<file path="src/rtl/id_ex_stage.sv">
// ---------------------------------------------------------------------------
// id_ex_stage -- ID/EX pipeline register for the five-stage LEGv8 core.
//
// Registers the decoded instruction from ID into EX. It also handles:
//   * load-use hazard detection against the instruction currently in EX,
//   * bubble insertion (on a hazard, a flush, or an empty ID slot),
//   * a freeze of the whole stage while data memory is busy,
//   * a saturating count of inserted load-use bubbles.
//
// A bubble carries XZR (31) in every register field. The forwarding unit
// therefore never matches a bubble.
//
// Ports
//   clk, reset                  clock; asynchronous active-low reset
//   id_valid                    ID holds a real instruction
//   id_rs1/id_rs2/id_rd         decoded register numbers
//   id_use_rs1/id_use_rs2       the instruction really reads rs1 / rs2
//   id_regWrite/id_memRead/id_memWrite  decoded control bits
//   id_rd1/id_rd2/id_imm        operands and sign-extended immediate
//   id_ctrl                     opaque EX/MEM/WB control bundle
//   flush                       branch taken in MEM: squash the entering insn
//   mem_wait                    data memory busy: freeze the stage
//   cnt_clear                   synchronous clear of stall_count
//   stall_if_id                 hold the PC and IF/ID this cycle
//   ex_*                        registered copies of the id_* fields
//   stall_count                 load-use bubbles inserted (saturating)
// ---------------------------------------------------------------------------
module id_ex_stage #(
  parameter int DATA_W = 64,
  parameter int CTRL_W = 8,
  parameter int CNT_W  = 16
) (
  input  logic              clk,
  input  logic              reset,
  input  logic              id_valid,
  input  logic [4:0]        id_rs1,
  input  logic [4:0]        id_rs2,
  input  logic [4:0]        id_rd,
  input  logic              id_use_rs1,
  input  logic              id_use_rs2,
  input  logic              id_regWrite,
  input  logic              id_memRead,
  input  logic              id_memWrite,
  input  logic [DATA_W-1:0] id_rd1,
  input  logic [DATA_W-1:0] id_rd2,
  input  logic [DATA_W-1:0] id_imm,
  input  logic [CTRL_W-1:0] id_ctrl,
  input  logic              flush,
  input  logic              mem_wait,
  input  logic              cnt_clear,
  output logic              stall_if_id,
  output logic              ex_valid,
  output logic              ex_regWrite,
  output logic              ex_memRead,
  output logic              ex_memWrite,
  output logic [4:0]        ex_rs1,
  output logic [4:0]        ex_rs2,
  output logic [4:0]        ex_rd,
  output logic [DATA_W-1:0] ex_rd1,
  output logic [DATA_W-1:0] ex_rd2,
  output logic [DATA_W-1:0] ex_imm,
  output logic [CTRL_W-1:0] ex_ctrl,
  output logic [CNT_W-1:0]  stall_count
);

  localparam logic [4:0] XZR = 5'd31;

  typedef struct packed {
    logic              valid;
    logic              reg_write;
    logic              mem_read;
    logic              mem_write;
    logic [4:0]        rs1;
    logic [4:0]        rs2;
    logic [4:0]        rd;
    logic [DATA_W-1:0] rd1;
    logic [DATA_W-1:0] rd2;
    logic [DATA_W-1:0] imm;
    logic [CTRL_W-1:0] ctrl;
  } ex_t;

  localparam ex_t BUBBLE = '{rs1: XZR, rs2: XZR, rd: XZR, default: '0};

  ex_t             ex_q;
  ex_t             ex_d;
  logic            hazard;
  logic            count_inc;
  logic [CNT_W-1:0] count_q;

  // Only a load sitting in EX can stall ID. Older producers are handled by
  // forwarding. A load that targets XZR never produces a value to wait for.
  assign hazard = ex_q.valid && ex_q.mem_read && (ex_q.rd != XZR) && id_valid &&
                  ((id_use_rs1 && (id_rs1 == ex_q.rd)) ||
                   (id_use_rs2 && (id_rs2 == ex_q.rd)));

  // NOTE: every signal assigned here gets a default first, so no path
  // leaves one unassigned and no latch is inferred.
  always_comb begin
    ex_d        = ex_q;
    stall_if_id = 1'b0;
    count_inc   = 1'b0;
    if (mem_wait) begin
      // Full freeze. A pending flush is re-presented once memory is ready.
      stall_if_id = 1'b1;
    end else if (flush) begin
      // IF/ID is squashed upstream, so there is nothing to hold there.
      ex_d = BUBBLE;
    end else if (hazard) begin
      ex_d        = BUBBLE;
      stall_if_id = 1'b1;
      count_inc   = 1'b1;
    end else if (id_valid) begin
      ex_d = '{valid:     1'b1,
               reg_write: id_regWrite,
               mem_read:  id_memRead,
               mem_write: id_memWrite,
               rs1:       id_rs1,
               rs2:       id_rs2,
               rd:        id_rd,
               rd1:       id_rd1,
               rd2:       id_rd2,
               imm:       id_imm,
               ctrl:      id_ctrl};
    end else begin
      ex_d = BUBBLE;
    end
  end

  // NOTE: state registers use non-blocking assignments. Every flop then
  // samples its pre-edge value, regardless of block ordering.
  always_ff @(posedge clk or negedge reset) begin
    if (!reset) ex_q <= BUBBLE;
    else        ex_q <= ex_d;
  end

  // The clear wins over an increment in the same cycle. The whole counter
  // is frozen with the rest of the stage during mem_wait.
  always_ff @(posedge clk or negedge reset) begin
    if (!reset) begin
      count_q <= '0;
    end else if (!mem_wait) begin
      if (cnt_clear)                       count_q <= '0;
      else if (count_inc && count_q != '1) count_q <= count_q + 1'b1;
    end
  end

  assign ex_valid    = ex_q.valid;
  assign ex_regWrite = ex_q.reg_write;
  assign ex_memRead  = ex_q.mem_read;
  assign ex_memWrite = ex_q.mem_write;
  assign ex_rs1      = ex_q.rs1;
  assign ex_rs2      = ex_q.rs2;
  assign ex_rd       = ex_q.rd;
  assign ex_rd1      = ex_q.rd1;
  assign ex_rd2      = ex_q.rd2;
  assign ex_imm      = ex_q.imm;
  assign ex_ctrl     = ex_q.ctrl;
  assign stall_count = count_q;

endmodule

</file>
<file path="config.mk">
export PLATFORM = sky130hd
export DESIGN_NAME = id_ex_stage
export DESIGN_NICKNAME = d
export VERILOG_FILES = /design/src/rtl/id_ex_stage.sv
export SDC_FILE = /design/constraint.sdc
export NUM_CORES = 1
export LEC_CHECK = 0
export CAP_MARGIN = 20
export CORE_AREA = 2 2 182 184
export DETAILED_ROUTE_END_ITERATION = 10
export DIE_AREA = 0 0 184 186
export HOLD_SLACK_MARGIN = 0.06
export PLACE_DENSITY_LB_ADDON = 0.12
export SYNTH_ARGS = -nofsm -noshare
export SYNTH_HDL_FRONTEND = slang
export SYNTH_SLANG_ARGS = --single-unit
</file>
<file path="constraint.sdc">
create_clock -name clk -period 4.9 [get_ports clk]
set_clock_uncertainty 0.2 [all_clocks]
set_input_delay 0.98 -clock clk [delete_from_list [all_inputs] [get_ports clk]]
set_output_delay 0.98 -clock clk [all_outputs]
set_load 0.01 [all_outputs]
</file>
==> metrics.txt, run 1 <==
Commonest cells post-synth=dfrtp_1 (220), a22o_1 (203), clkbuf_1 (38), buf_2 (19), nand2_1 (19); CTS hold repair buffers=0; Max Cap Viol=0; register share of total power=42.6%; syn avg cell area=13.5 um^2; Syn Nets=893; Worst Setup End Kind=output pin; final hold vios=0; Post-Syn Area=9020 um^2; register area=5900 um^2; Syn-to-layout area delta=66.2%; Worst-Skew Late Latency=0.54 ns; R2R Path Start=stall_count[1]; Period Utilization, post-route=81.5%; DR WL/cell=19.9 um; Synth async-reset ratio=100%; internal power=3.80 mW; relative slew slack=32.0%; Final setup viols=0; delay-heaviest family, CP=buffers and inverters; clock sinks=235; CP max stage delay=0.55 ns; Final Util=46.6%; H-tree depth=1; I/O Buffers=461; Die Footprint=34200 um^2; post-DP HPWL=20800 um; Synth Flop Type=dfrtp_1; antenna violations before repair=0; Psw=1.15 mW; die height=186 um; RSZ-0062 raised after global routing=false; pwr/cell area=330 nW/um^2; min Tclk post-route=3.99 ns; register area share after synthesis=65.4%; Least-Margin Pin Slew=1.02 ns; fmax=250 MHz; # diodes=0; first-pass GRT wire length=45700 um; layout cells sized above 1=6.83%; clock-pin transition on the worst setup and hold timing paths=0.05 ns; wirelength, routed=30500 um; CP required=3.72 ns; DR vias/cell=4.84; outcome=finished, final reports clean; top cells by area, synth=dfrtp_1 (61%), a22o_1 (20%), dfstp_2 (4.4%), clkbuf_1 (1.6%), a2bb2oi_1 (1.5%); crit path max fanout=2; Slowest cell on crit path=clkdlybuf4s50_1; cell mode on critical path=clkdlybuf4s50_1; DR pass1 iterations=7; Comb power frac=13.9%; Seq cells post-synth=235; WP buf/inv=2; CTS max path bufs=3; Leakage=6.52 nW; number of fill cells=2911; Reg2Reg Setup Slack=2.34 ns; CTS resizes=0; area of the core=32200 um^2; pin count of the biggest net entering global routing=131; number of synthesized flops with an enable pin=0; routability cong.=0.749; Root Buffer=clkbuf_16; Clk pwr share=43.5%; Nets=1333; total congestion overflow=0; post-synthesis cell count=666; leading area contributor after synthesis=dfrtp_1; I/O pin cnt=462; routed via count=7435; Final ANT Viol Nets=0; row count=66; CTS buffer count=28; initial core utilization=28.0%; count leader, synth=dfrtp_1; CP cell instances=clkdlybuf4s50_1 -> xnor2_1 -> nand4_1 -> o22ai_1 -> a31o_2 -> clkdlybuf4s50_1; CTS tree=yes; Setup Crit Path Kind=in -> out; Die X=184 um; Worst setup startpoint=id_rs1[4]; DR iter-0 viols=348; vias in the first global route=7649; maximum VDD drop=245 uV; Hold Startpoint=ex_rs1[2]; synth unique cells=49; Worst EP arrival=2.81 ns; total negative slack=0 ns; area of the multi-input gates=2830 um^2; area share of the largest cell type after synthesis=61.0%; Yosys Warn Count=0; Worst Setup Start Kind=primary input; switching part of the total power=23.2%; GRT Total Usage=17.1%; Setup Buffers After CTS=0; Post-route DRC=0; Worst Hold Class=reg -> reg; Slew Limit Fails=0
==> final timing paths <==
check                                      end  cells past startpoint
worst max-delay path               stall_if_id                      6
worst min-delay path                 ex_rs1[2]                      2
worst max register to register  stall_count[0]                      6
worst min register to register       ex_rs1[2]                      2
max in group asynchronous           ex_imm[11]                      2
min in group asynchronous           ex_rd1[38]                      1
==> layout make-up <==
type,count,share of cell area [%]
inverters,18,0.451
clock inverters,4,0.467
clock buffers,48,5.98
repair buffers,468,31.5
well taps,408,3.40
multi-input cells,355,18.9
flip-flops and latches,235,39.3
==> flip-flops by register name, indices dropped and copies added (netlist names) <==
| signal | count |
|---|---|
| ex_rs2 | 5 |
| ex_ctrl | 8 |
| ex_memWrite | 1 |
| ex_regWrite | 1 |
| ex_rd2 | 64 |
| ex_rd | 5 |
| ex_valid | 1 |
| ex_imm | 64 |
| ex_rs1 | 5 |
| stall_count | 16 |
| ex_rd1 | 64 |
| ex_memRead | 1 |
==> power groups by stage <==
| stage | registers [mW] | clock network, mW | logic (mW) |
|---|---|---|---|
| 4_1_cts | 2.11 | 2.23 | 0.699 |
| 6_report | 2.11 | 2.15 | 0.687 |
| 3_3_place_gp | 2.14 | 0 | 0.699 |
| 5_1_grt | 2.12 | 2.32 | 0.737 |
| 2_1_floorplan | 2.18 | 0 | 0.161 |
| 3_5_place_dp | 2.14 | 0 | 0.699 |
==> stage by stage <==
stage	hold slack (ns)	total power, mW	cell area, um^2	std cells	worst slack, ns
after floorplan	0.270	2.34	9020	666	1.78
after CTS	0.267	5.03	15000	1536	0.902
after global placement	0.256	2.84	14000	1484	0.906
final	0.264	4.95	15000	1536	0.906
after detailed placement	0.258	2.84	14000	1484	0.903
after global routing	0.279	5.18	15000	1536	0.803
==> cells in the final DEF (no fill, tap or decap), drive strengths merged, types with 9 or more instances in the layout <==
| cell | count |
|---|---|
| buf | 9 |
| dfrtp | 220 |
| inv | 17 |
| nand3 | 9 |
| a22o | 203 |
| clkdlybuf4s50 | 459 |
| nand2 | 19 |
| a2bb2oi | 15 |
| nand4 | 12 |
| xnor2 | 10 |
| clkbuf | 48 |
| dfstp | 15 |
==> tightest hold or removal path, cell delays in order (launching register included) <==
cell and delay, ns:
dfstp_2 0.37, inv_1 0.04, a2bb2oi_1 0.05
==> layer usage <==
| layer | GRT usage (%) | up-vias | wire (um) |
|---|---|---|---|
| li1 | - | 3443 | - |
| met1 | 21.2 | 3630 | 12500 |
| met2 | 28.1 | 318 | 14500 |
| met3 | 6.12 | 44 | 2900 |
| met4 | 4.61 | 0 | 675 |
| met5 | 0 | - | 0 |
==> logic make-up (layout without fill, tap and decap cells) <==
family	after synthesis	after routing	share of synthesized area, %
AO/OA/AOI/OAI	252	252	24.3
flip-flops	235	235	65.4
AND/OR/NAND/NOR	92	92	5.81
buffers and inverters	76	538	3.42
XOR/XNOR	10	10	0.971
adder cells (fa/ha/maj)	1	1	0.139
Note: power is estimated with default switching activity, not from simulation.
==> run 2, diff against run 1 <==
==> constraint.sdc (replaced) <==
create_clock -name clk -period 3.46 [get_ports clk]
set_clock_uncertainty 0.2 [all_clocks]
set_input_delay 0.692 -clock clk [delete_from_list [all_inputs] [get_ports clk]]
set_output_delay 0.692 -clock clk [all_outputs]
set_load 0.01 [all_outputs]
==> metrics.txt, run 2 (same netlist as run 1, synthesis figures left out) <==
Die X=184 um (unchanged); CTS tree=yes; DR WL/cell=20.1 um (+1.0%); Post-route DRC=0 (unchanged); Slew Limit Fails=0 (unchanged); layout cells sized above 1=7.63% (+0.81 points); H-tree depth=1 (unchanged); crit path max fanout=2 (unchanged); clock-pin transition on the worst setup and hold timing paths=0.05 ns (about the same); I/O pin cnt=462 (unchanged); clock sinks=235 (unchanged); Finished Layout Cells=1549 (+0.85%); Worst Setup End Kind=output pin; Nets=1346 (+0.98%); CP required=2.57 ns (-1.15 ns); Period Utilization, post-route=98.2%; routed via count=7481 (+0.62%); Least-Margin Pin Slew=0.868 ns (-0.151 ns); row count=66 (unchanged); Worst EP arrival=2.51 ns (-0.30 ns); Post-DP Area=14200 um^2 (+1.0%); Worst Setup Start Kind=primary input; Final ANT Viol Nets=0 (unchanged); CTS max path bufs=3 (unchanged); final hold vios=0 (unchanged); GRT Total Usage=17.5% (+0.39 points); relative slew slack=42.1% (+10 points); DR vias/cell=4.83 (-0.23%); Leakage=6.58 nW (+0.95%); placed cells=1496 (+0.81%); vias in the first global route=7800 (+2.0%); Worst Hold Class=reg -> reg; min Tclk post-route=3.40 ns; most common cell after layout, fill and taps aside=clkdlybuf4s50_1; Final Util=46.9% (+0.38 points); I/O Buffers=461 (unchanged); Root Buffer=clkbuf_16; most frequent cells in the layout=clkdlybuf4s50_1 (459), dfrtp_1 (220), a22o_1 (203); DR pass1 iterations=4 (-3); total congestion overflow=0 (unchanged); Syn-to-layout area delta=67.5%; number of fill cells=2962 (+1.8%); routability cong.=0.754 (+0.67%); Setup Crit Path Kind=in -> out; area of the core=32200 um^2 (unchanged); Max Cap Viol=0 (unchanged); outcome=finished, final reports clean; DR iter-0 viols=364 (+4.6%); CTS buffer count=28 (unchanged); pin count of the biggest net entering global routing=133 (+1.5%); post-DP HPWL=21800 um (+4.7%); initial core utilization=28.0% (unchanged); Die Footprint=34200 um^2 (unchanged); Final setup viols=0 (unchanged); antenna violations before repair=1 (+1); maximum VDD drop=329 uV (+34%); fmax=294 MHz; die height=186 um (unchanged); wirelength, routed=31100 um (+1.9%); first-pass GRT wire length=46700 um (+2.1%); pwr/cell area=461 nW/um^2 (+40%); Worst-Skew Late Latency=0.54 ns (about the same); design area=15100 um^2 (+0.83%)
run 2: final timing paths:
kind                           start  slack, ns  depth (start not counted)        endpoint
setup / recovery           id_rs1[4]       0.06                          6     stall_if_id
hold reg to reg            ex_rs2[2]       0.26                          2       ex_rs2[2]
max in group asynchronous      reset       1.57                          3       ex_rs1[4]
hold / removal             ex_rs2[2]       0.26                          2       ex_rs2[2]
min in group asynchronous      reset       0.57                          2      ex_rd1[38]
setup reg to reg            ex_rd[4]       0.88                          5  stall_count[9]
run 2: power by group:
| part | switching [mW] | total, mW | leakage, nW | internal (mW) |
|---|---|---|---|---|
| logic | 0.387 | 0.991 | 2.99 | 0.604 |
| clock network | 1.15 | 2.99 | 0.457 | 1.84 |
| registers | 0.0851 | 2.98 | 3.13 | 2.90 |
| total | 1.62 | 6.97 | 6.58 | 5.34 |
run 2: what timing repair did:
action,4_1_cts,5_1_grt
setup buffers,0,0
hold buffers,1,0
endpoints found under the setup margin,0,1
resized for setup,0,1
endpoints found under the hold margin,64,0
run 2: per-layer routing:
| layer | wire length, um | vias up | track usage [%] |
|---|---|---|---|
| met3 | 2930 | 38 | 6.28 |
| met1 | 12400 | 3665 | 21.4 |
| met5 | 0 | - | 0 |
| met4 | 770 | 0 | 4.48 |
| li1 | - | 3478 | - |
| met2 | 15000 | 300 | 29.2 |
run 2: final cells by class:
class                           instances  area [um^2]  area share, %
Clock buffer                           44          822           5.44
Tap cell                              408          510           3.38
Timing Repair Buffer                  481         4870           32.2
Clock inverter                          7          110          0.728
Inverter                               18         67.6          0.447
Multi-Input combinational cell        355         2830           18.7
Antenna cell                            1         2.50         0.0166
Sequential cell                       235         5900           39.0
run 2: stage by stage:
step / TNS, ns / hold slack [ns] / setup slack (ns) / power (mW)
6_report: 0 / 0.260 / 0.0613 / 6.97
5_1_grt: -0.00677 / 0.273 / -0.00677 / 7.28
4_1_cts: 0 / 0.263 / 0.0627 / 7.08
3_5_place_dp: 0 / 0.254 / 0.0730 / 4.03
3_3_place_gp: 0 / 0.255 / 0.0595 / 4.03
2_1_floorplan: 0 / 0.196 / 0.920 / 3.32
run 2: critical path, stage by stage:
cell and delay [ns]:
clkdlybuf4s50_1 0.50, xnor2_1 0.14, nand4_1 0.19, o22ai_2 0.26
a31o_2 0.18, clkdlybuf4s50_1 0.54
